$ cat config.mk
export PLATFORM = sky130hd
export DESIGN_NAME = amber128_bundle_sequencer
export DESIGN_NICKNAME = d
export VERILOG_FILES = /design/src/rtl/amber128_pkg.sv /design/src/rtl/amber128_bundle_fifo.sv /design/src/rtl/amber128_bundle_sequencer.sv
export SDC_FILE = /design/constraint.sdc
export NUM_CORES = 1
export LEC_CHECK = 0
export ABC_AREA = 1
export CORE_AREA = 2 2 221 310
export DETAILED_ROUTE_END_ITERATION = 8
export DIE_AREA = 0 0 223 312
export PLACE_DENSITY = 0.42
export SYNTH_ARGS = -nofsm -noshare
export SYNTH_HDL_FRONTEND = slang
export SYNTH_HIERARCHICAL = 1
export SYNTH_SLANG_ARGS = --single-unit
$ cat constraint.sdc
create_clock -name clk -period 19.6 [get_ports clk]
set_input_delay 3.92 -clock clk [delete_from_list [all_inputs] [get_ports clk]]
set_output_delay 3.92 -clock clk [all_outputs]
set_load 0.03 [all_outputs]
$ cat src/rtl/amber128_pkg.sv
// amber128 shared types and constants for the fetch/decode front end.
// Latency: n/a (package only).
// Backpressure: n/a.
package amber128_pkg;

    localparam int C_XLEN              = 128;
    localparam int AMBER128_SLOT_COUNT = 5;
    localparam int AMBER128_SLOT_W     = 24;
    localparam int AMBER128_SUB12_W    = 12;

    // Sequencer control state: EMPTY while no bundle is buffered, ISSUE while a head exists.
    typedef enum logic {
        SEQ_EMPTY = 1'b0,
        SEQ_ISSUE = 1'b1
    } amber128_seq_state_e;

    // One decoder-facing slot operation.
    typedef struct packed {
        logic                       valid;
        logic [63:0]                pc_word_addr;
        logic [2:0]                 slot_idx;
        logic                       sub12_idx;
        logic                       is_sub12;
        logic [AMBER128_SLOT_W-1:0] payload;
        logic                       last;
    } amber128_slot_op_s;

endpackage

$ cat src/rtl/amber128_bundle_fifo.sv
// Bundle FIFO: DEPTH entries of {word address, bundle}, head exposed combinationally.
// Latency: a pushed entry is visible at the head the cycle after the push.
// Backpressure: caller gates i_push with count < DEPTH; i_flush empties it next cycle.
module amber128_bundle_fifo
    import amber128_pkg::*;
#(
    parameter int DEPTH = 2,
    parameter int W     = 64 + C_XLEN
) (
    input  logic                       clk,
    input  logic                       rst,
    input  logic                       i_flush,
    input  logic                       i_push,
    input  logic [W-1:0]               i_dat,
    input  logic                       i_pop,
    output logic [W-1:0]               o_head,
    output logic [$clog2(DEPTH+1)-1:0] o_count
);

    localparam int PTR_W = (DEPTH > 1) ? $clog2(DEPTH) : 1;
    localparam int CNT_W = $clog2(DEPTH + 1);

    logic [W-1:0]     r_mem [DEPTH];
    logic [PTR_W-1:0] r_wr;
    logic [PTR_W-1:0] r_rd;
    logic [CNT_W-1:0] r_cnt;

    // Entry storage; contents need no reset since count qualifies them.
    always_ff @(posedge clk) begin
        if (i_push) begin
            r_mem[r_wr] <= i_dat;
        end
    end

    // Pointers wrap modulo DEPTH; flush and reset return everything to zero.
    always_ff @(posedge clk) begin
        if (rst || i_flush) begin
            r_wr  <= '0;
            r_rd  <= '0;
            r_cnt <= '0;
        end else begin
            if (i_push) begin
                r_wr <= (r_wr == PTR_W'(DEPTH - 1)) ? '0 : r_wr + PTR_W'(1);
            end
            if (i_pop) begin
                r_rd <= (r_rd == PTR_W'(DEPTH - 1)) ? '0 : r_rd + PTR_W'(1);
            end
            r_cnt <= r_cnt + CNT_W'(i_push) - CNT_W'(i_pop);
        end
    end

    assign o_head  = r_mem[r_rd];
    assign o_count = r_cnt;

endmodule

$ cat src/rtl/amber128_bundle_sequencer.sv
// Fetch-to-decode slot sequencer: buffers bundles, issues one slot op per cycle (AMBER128_SEQ_SKIP_NOP_EN drops NOPs).
// Latency: bundle accepted at edge N gives its first op valid right after N (op is combinational from head + cursor).
// Backpressure: in_ready = FIFO not full (no pop-push bypass); op held stable while out_valid && !out_ready.
module amber128_bundle_sequencer
    import amber128_pkg::*;
#(
    parameter int SLOT_COUNT = AMBER128_SLOT_COUNT,
    parameter int SLOT_W     = AMBER128_SLOT_W,
    parameter int DEPTH      = 2
) (
    input  logic              clk,
    input  logic              rst,
    input  logic              flush,
    input  logic              in_valid,
    output logic              in_ready,
    input  logic [63:0]       in_word_addr,
    input  logic [C_XLEN-1:0] in_bundle,
    output logic              out_valid,
    input  logic              out_ready,
    output logic [63:0]       out_pc,
    output logic [2:0]        out_slot_idx,
    output logic              out_sub12_idx,
    output logic              out_is_sub12,
    output logic [SLOT_W-1:0] out_payload,
    output logic              out_last
);

    localparam int HALF_W = SLOT_W / 2;
    localparam int NPOS   = 2 * SLOT_COUNT;
    localparam int POS_W  = 4;
    localparam int CNT_W  = $clog2(DEPTH + 1);
    localparam int ENT_W  = 64 + C_XLEN;

    amber128_seq_state_e r_state;
    amber128_seq_state_e w_state_nxt;

    // Cursor as an op position {slot, sub}: the current op is the first issuable position >= r_pos.
    logic [POS_W-1:0]  r_pos;

    logic [CNT_W-1:0]  w_cnt;
    logic [ENT_W-1:0]  w_head;
    logic [63:0]       w_head_addr;
    logic [C_XLEN-1:0] w_head_bundle;
    logic              w_push;
    logic              w_pop;
    logic              w_fire;
    logic              w_head_ok;

    logic [SLOT_W-1:0] w_slot [8];
    logic [7:0]        w_flag;
    logic [NPOS-1:0]   w_iss;
    logic [POS_W-1:0]  w_cur;
    logic              w_any;
    logic              w_more;

    logic [2:0]        w_op_slot;
    logic              w_op_sub;
    logic              w_op_is12;
    logic [SLOT_W-1:0] w_slot_sel;
    logic [HALF_W-1:0] w_half;
    logic              w_unused;

    assign {w_head_addr, w_head_bundle} = w_head;
    // Gap bits between payload and flags and the in-bundle address nibble are never decoded.
    assign w_unused = ^{w_head_addr[3:0], w_head_bundle};

    assign in_ready = (w_cnt < CNT_W'(DEPTH));
    assign w_push   = in_valid && in_ready && !flush;

    amber128_bundle_fifo #(
        .DEPTH (DEPTH),
        .W     (ENT_W)
    ) u_fifo (
        .clk     (clk),
        .rst     (rst),
        .i_flush (flush),
        .i_push  (w_push),
        .i_dat   ({in_word_addr, in_bundle}),
        .i_pop   (w_pop),
        .o_head  (w_head),
        .o_count (w_cnt)
    );

    // Split the head bundle into slots/flags and mark which op positions are issuable.
    always_comb begin
        w_flag = '0;
        w_iss  = '0;
        for (int i = 0; i < 8; i++) begin
            w_slot[i] = '0;
        end
        for (int i = 0; i < SLOT_COUNT; i++) begin
            w_slot[i] = w_head_bundle[i*SLOT_W +: SLOT_W];
            w_flag[i] = w_head_bundle[C_XLEN-SLOT_COUNT+i];
`ifdef AMBER128_SEQ_SKIP_NOP_EN
            if (w_flag[i]) begin
                w_iss[2*i]   = |w_slot[i][HALF_W-1:0];
                w_iss[2*i+1] = |w_slot[i][SLOT_W-1:HALF_W];
            end else begin
                w_iss[2*i]   = |w_slot[i];
            end
`else
            w_iss[2*i]   = 1'b1;
            w_iss[2*i+1] = w_flag[i];
`endif
        end
    end

    // Priority encode the current op at/after the cursor and whether any op follows it.
    always_comb begin
        w_cur  = '0;
        w_any  = 1'b0;
        w_more = 1'b0;
        for (int p = NPOS - 1; p >= 0; p--) begin
            if (w_iss[p] && (POS_W'(p) >= r_pos)) begin
                w_cur = POS_W'(p);
                w_any = 1'b1;
            end
        end
        for (int p = 0; p < NPOS; p++) begin
            if (w_iss[p] && (POS_W'(p) > w_cur)) begin
                w_more = 1'b1;
            end
        end
    end

    assign w_op_slot  = w_cur[3:1];
    assign w_op_sub   = w_cur[0];
    assign w_op_is12  = w_flag[w_op_slot];
    assign w_slot_sel = w_slot[w_op_slot];
    assign w_half     = w_op_sub ? w_slot_sel[SLOT_W-1 -: HALF_W] : w_slot_sel[HALF_W-1:0];

    // State register.
    always_ff @(posedge clk) begin
        if (rst) begin
            r_state <= SEQ_EMPTY;
        end else begin
            r_state <= w_state_nxt;
        end
    end

    // Next state tracks whether the FIFO holds a head after this edge.
    always_comb begin
        w_state_nxt = r_state;
        if (flush) begin
            w_state_nxt = SEQ_EMPTY;
        end else begin
            case (r_state)
                SEQ_EMPTY: if (w_push) w_state_nxt = SEQ_ISSUE;
                SEQ_ISSUE: if (w_pop && !w_push && (w_cnt == CNT_W'(1))) w_state_nxt = SEQ_EMPTY;
                default:   w_state_nxt = SEQ_EMPTY;
            endcase
        end
    end

    // Outputs: op fields from head + cursor, zeroed while no op is offered.
    always_comb begin
        w_head_ok     = (r_state == SEQ_ISSUE);
        out_valid     = w_head_ok && w_any;
        w_fire        = out_valid && out_ready;
        // A head with nothing issuable left (all-NOP bundle) pops without offering an op.
        w_pop         = w_head_ok && ((w_fire && !w_more) || !w_any);
        out_pc        = '0;
        out_slot_idx  = '0;
        out_sub12_idx = 1'b0;
        out_is_sub12  = 1'b0;
        out_payload   = '0;
        out_last      = 1'b0;
        if (out_valid) begin
            out_pc        = {w_head_addr[63:4], 4'h0};
            out_slot_idx  = w_op_slot;
            out_sub12_idx = w_op_sub;
            out_is_sub12  = w_op_is12;
            out_payload   = w_op_is12 ? {{(SLOT_W-HALF_W){1'b0}}, w_half} : w_slot_sel;
            out_last      = !w_more;
        end
    end

    // Cursor: restart on a new head, otherwise step past the op that just fired.
    always_ff @(posedge clk) begin
        if (rst || flush) begin
            r_pos <= '0;
        end else if (w_pop) begin
            r_pos <= '0;
        end else if (w_fire) begin
            r_pos <= w_cur + POS_W'(1);
        end
    end

endmodule

==> flow_summary.html <==
<table>
<tr><th>Metric</th><th>Value</th></tr>
<tr><th colspan="2">Outcome</th></tr>
<tr><td>Status</td><td>finished, final reports clean</td></tr>
<tr><th colspan="2">Setup path</th></tr>
<tr><td>CP max FO</td><td>40</td></tr>
<tr><td>Critical path startpoint category</td><td>register</td></tr>
<tr><td>Critical Path End Type</td><td>output port</td></tr>
<tr><td>Worst endpoint required time</td><td>between 15,000 and 20,000 ps</td></tr>
<tr><td>Worst r2r src</td><td>u_fifo/o_count[1]$_SDFF_PP0_</td></tr>
<tr><td>R2r worst-path depth</td><td>7</td></tr>
<tr><td>CP arrival</td><td>roughly 5000 ps</td></tr>
<tr><td>Critical Setup Path Class</td><td>register to output port</td></tr>
<tr><td>Endpoint of the lowest-slack register-to-register path</td><td>u_fifo/r_mem[0][67]$_DFFE_PP_</td></tr>
<tr><td>FF-to-FF setup slack</td><td>approximately 16,000 ps</td></tr>
<tr><th colspan="2">Cells and area</th></tr>
<tr><td>Fraction of final layout cells sized beyond drive strength 1</td><td>between 20% and 30%</td></tr>
<tr><td>Fill cell count</td><td>6,643</td></tr>
<tr><td>Post-layout instance area</td><td>roughly 21,000 µm²</td></tr>
<tr><td>Final Non-Filler Cells</td><td>approximately 2,300</td></tr>
<tr><td>Relative area change from synthesis to final layout</td><td>31.52%</td></tr>
<tr><td>Fin nets</td><td>approximately 1,600</td></tr>
<tr><th colspan="2">Flow run</th></tr>
<tr><td>Number of maximum-capacitance violations</td><td>0</td></tr>
<tr><th colspan="2">STA</th></tr>
<tr><td>Achievable clock frequency</td><td>approximately 110 MHz</td></tr>
<tr><td>Worst-Margin Slew</td><td>between 900 and 1000 ps</td></tr>
<tr><td>Fin worst setup slack</td><td>around 11,000 ps</td></tr>
<tr><td>Setup TNS after final layout</td><td>0 ps</td></tr>
<tr><td>Unrepaired setup endpoints after global routing</td><td>false</td></tr>
<tr><td>Max Slew Vio Count</td><td>0</td></tr>
<tr><td>Endpoints failing setup</td><td>0</td></tr>
<tr><td>Final setup skew</td><td>15.21 ps</td></tr>
<tr><td>Hold Violations, Final</td><td>0</td></tr>
<tr><td>Min cycle time layout</td><td>about 9000 ps</td></tr>
<tr><td>Relative slew slack</td><td>between 30% and 40%</td></tr>
<tr><td>Fraction of the cycle the final worst path needs</td><td>45.42%</td></tr>
<tr><th colspan="2">Placement</th></tr>
<tr><td>Estimated wirelength of the detail-placed design</td><td>approximately 30 mm</td></tr>
<tr><td>Global placement routability congestion</td><td>0.7280</td></tr>
<tr><td>Placed insts</td><td>2,225</td></tr>
<tr><td>Pre-CTS WS</td><td>approximately 11,000 ps</td></tr>
<tr><td>Buffers on Ports</td><td>~280</td></tr>
<tr><td>Post-placement cell area</td><td>19,630 µm²</td></tr>
<tr><th colspan="2">Pwr</th></tr>
<tr><td>Part of the total power dissipated in combinational logic</td><td>~5.7%</td></tr>
<tr><td>Part of the power in registers</td><td>around half</td></tr>
<tr><td>Power per standard cell area</td><td>about 87 nW/µm²</td></tr>
<tr><td>Switch Pwr</td><td>0.0003857 W</td></tr>
<tr><td>Design Power</td><td>0.001840 W</td></tr>
<tr><td>Switching share of power</td><td>between 20% and 30%</td></tr>
<tr><td>Worst VDD drop</td><td>between 0.07 and 0.08 mV</td></tr>
<tr><td>Cell internal pwr</td><td>0.001454 W</td></tr>
<tr><td>Reported leakage power</td><td>between 7 and 8 nW</td></tr>
<tr><td>Clock Power Share</td><td>between 40 and 50%</td></tr>
<tr><th colspan="2">Clock tree</th></tr>
<tr><td>Worst skew pair latency</td><td>about 560 ps</td></tr>
<tr><td>Total number of H-tree levels</td><td>2</td></tr>
<tr><td>Post-CTS Setup Repair Bufs</td><td>0</td></tr>
<tr><td>Number of clock buffers inserted by TritonCTS</td><td>43</td></tr>
<tr><td>CTS tree</td><td>built</td></tr>
<tr><td>Clock slew at reported path FFs</td><td>60 ps</td></tr>
<tr><td>CTS resizes</td><td>0</td></tr>
<tr><td>Root buffer selected by CTS</td><td>clkbuf_16</td></tr>
<tr><td>Number of clock sinks</td><td>380</td></tr>
<tr><td>CTS max path bufs</td><td>3</td></tr>
<tr><td>Number of buffers inserted for hold repair after clock tree synthesis</td><td>0</td></tr>
<tr><th colspan="2">Global route</th></tr>
<tr><td>Global route overflow</td><td>0</td></tr>
<tr><td>Wire length of the first global-routing pass</td><td>~67 mm</td></tr>
<tr><td>Maximum number of pins on one net before global-route repair</td><td>88</td></tr>
<tr><td>Vias in the first global route</td><td>between 10,000 and 15,000</td></tr>
<tr><td>Initial antenna violation count</td><td>9</td></tr>
<tr><td>Total track usage</td><td>~13%</td></tr>
<tr><th colspan="2">Route</th></tr>
<tr><td>Iteration-0 DRC Markers</td><td>approximately 330</td></tr>
<tr><td>Ratio of routed vias to standard cells</td><td>slightly above 4</td></tr>
<tr><td>Routed wire per std cell</td><td>between 15 and 20 µm</td></tr>
<tr><td>Detail Route Antenna Nets</td><td>0</td></tr>
<tr><td>Drc violations</td><td>0</td></tr>
<tr><td>Via Count</td><td>around 9,600</td></tr>
<tr><td>Final WL</td><td>between 40 and 50 mm</td></tr>
<tr><td>TritonRoute pass-1 iters</td><td>4</td></tr>
<tr><th colspan="2">Logic synthesis</th></tr>
<tr><td>Number of instances in the synthesized netlist</td><td>1,123</td></tr>
<tr><td>Average size of a mapped cell</td><td>~14 µm²</td></tr>
<tr><td>Syn. warnings</td><td>6</td></tr>
<tr><td>Syn Std Cell Area</td><td>about 16,000 µm²</td></tr>
<tr><th colspan="2">Min path</th></tr>
<tr><td>Hold Crit Endpoint</td><td>r_state$_SDFF_PP0_</td></tr>
<tr><td>Cells on Worst Hold Path</td><td>2</td></tr>
<tr><td>Hold path startpoint</td><td>r_state$_SDFF_PP0_</td></tr>
<tr><td>Worst hold path class</td><td>register to register</td></tr>
<tr><th colspan="2">Floorplan</th></tr>
<tr><td>Initial cell density of the core</td><td>approximately a quarter</td></tr>
<tr><td>Vertical extent of the die</td><td>around 310 µm</td></tr>
<tr><td>DIE AREA</td><td>just under 70,000 µm²</td></tr>
<tr><td>Placeable core region</td><td>about 67,000 µm²</td></tr>
<tr><td>Top-Level Pins</td><td>between 200 and 300</td></tr>
<tr><td>Site Rows</td><td>112</td></tr>
<tr><td>Die width</td><td>223 µm</td></tr>
</table>
## through the flow
stage,hold WS [ps],utilization [%]
2_1_floorplan,447.4,-
3_3_place_gp,465.8,29.50
3_5_place_dp,473.0,29.50
4_1_cts,481.9,31.61
5_1_grt,499.7,31.61
6_report,481.7,31.62
## power groups by stage
| stage | clock network (W) | logic, W | registers, W |
|---|---|---|---|
| floorplan | 0 | 0.0000414 | 0.000943 |
| global placement | 0 | 0.000106 | 0.000937 |
| detailed placement | 0 | 0.000108 | 0.000938 |
| CTS | 0.000846 | 0.000108 | 0.000921 |
| global route | 0.000872 | 0.000114 | 0.000922 |
| finish | 0.000814 | 0.000105 | 0.000921 |
## worst max path at each step
stage,cells past startpoint,to,slack (ps),startpoint
after floorplan,5,u_fifo/r_mem[0][0]$_DFFE_PP_,6850,flush
after global placement,11,out_payload[12],11060,register
after detailed placement,11,out_payload[12],11060,register
after CTS,11,out_payload[12],10430,register
after global routing,11,out_payload[12],10230,register
final,11,out_payload[12],10700,register
## cells in the final DEF, fill, tap and decap left out, types with 10 or more instances in the layout
master	count
a21oi_1	10
a21oi_2	10
buf_4	14
clkbuf_16	45
clkdlybuf4s50_1	281
clkinv_2	11
edfxtp_1	370
inv_1	79
mux2_2	185
nand2_1	131
nand3_1	70
nor2_1	150
o21ai_0	22
## sequential cells by signal (all words and copies together), names as in the netlist, named ones only
signal / cells
u_fifo/o_count: 2
u_fifo/r_rd: 1
u_fifo/r_mem: 370
r_state: 1
r_pos: 4
u_fifo/r_wr: 1
## layer usage
layer | up-vias | wire, µm | track usage [%]
li1 | 4583 | - | -
met4 | 16 | 952 | 3.508
met2 | 246 | 23290 | 23.23
met5 | - | 103 | 0
met1 | 4654 | 18280 | 14.82
met3 | 74 | 3102 | 4.042
## worst max-delay path, cell delays in order (launching register included)
cell and delay [ps]:
dfxtp_4 760, mux2_2 420, nand3_1 170, nand3_4 430
nand2_4 530, nand2_4 380, nand2_1 150, nand3_1 80
nand2_1 110, nand3_2 350, a21oi_1 320, clkdlybuf4s50_1 710
## area by class of cell
cell class / count / area (µm²) / area share (%)
sequential: 380 / 11310 / 53.75
multi-input combinational: 612 / 4013 / 19.06
timing repair buffer: 295 / 2918 / 13.86
clock buffer: 50 / 1145 / 5.439
tap: 855 / 1070 / 5.082
inverter: 83 / 319.1 / 1.516
clock inverter: 28 / 265.3 / 1.260
antenna: 2 / 5.005 / 0.02378
Power figures use the tool's default switching activity.
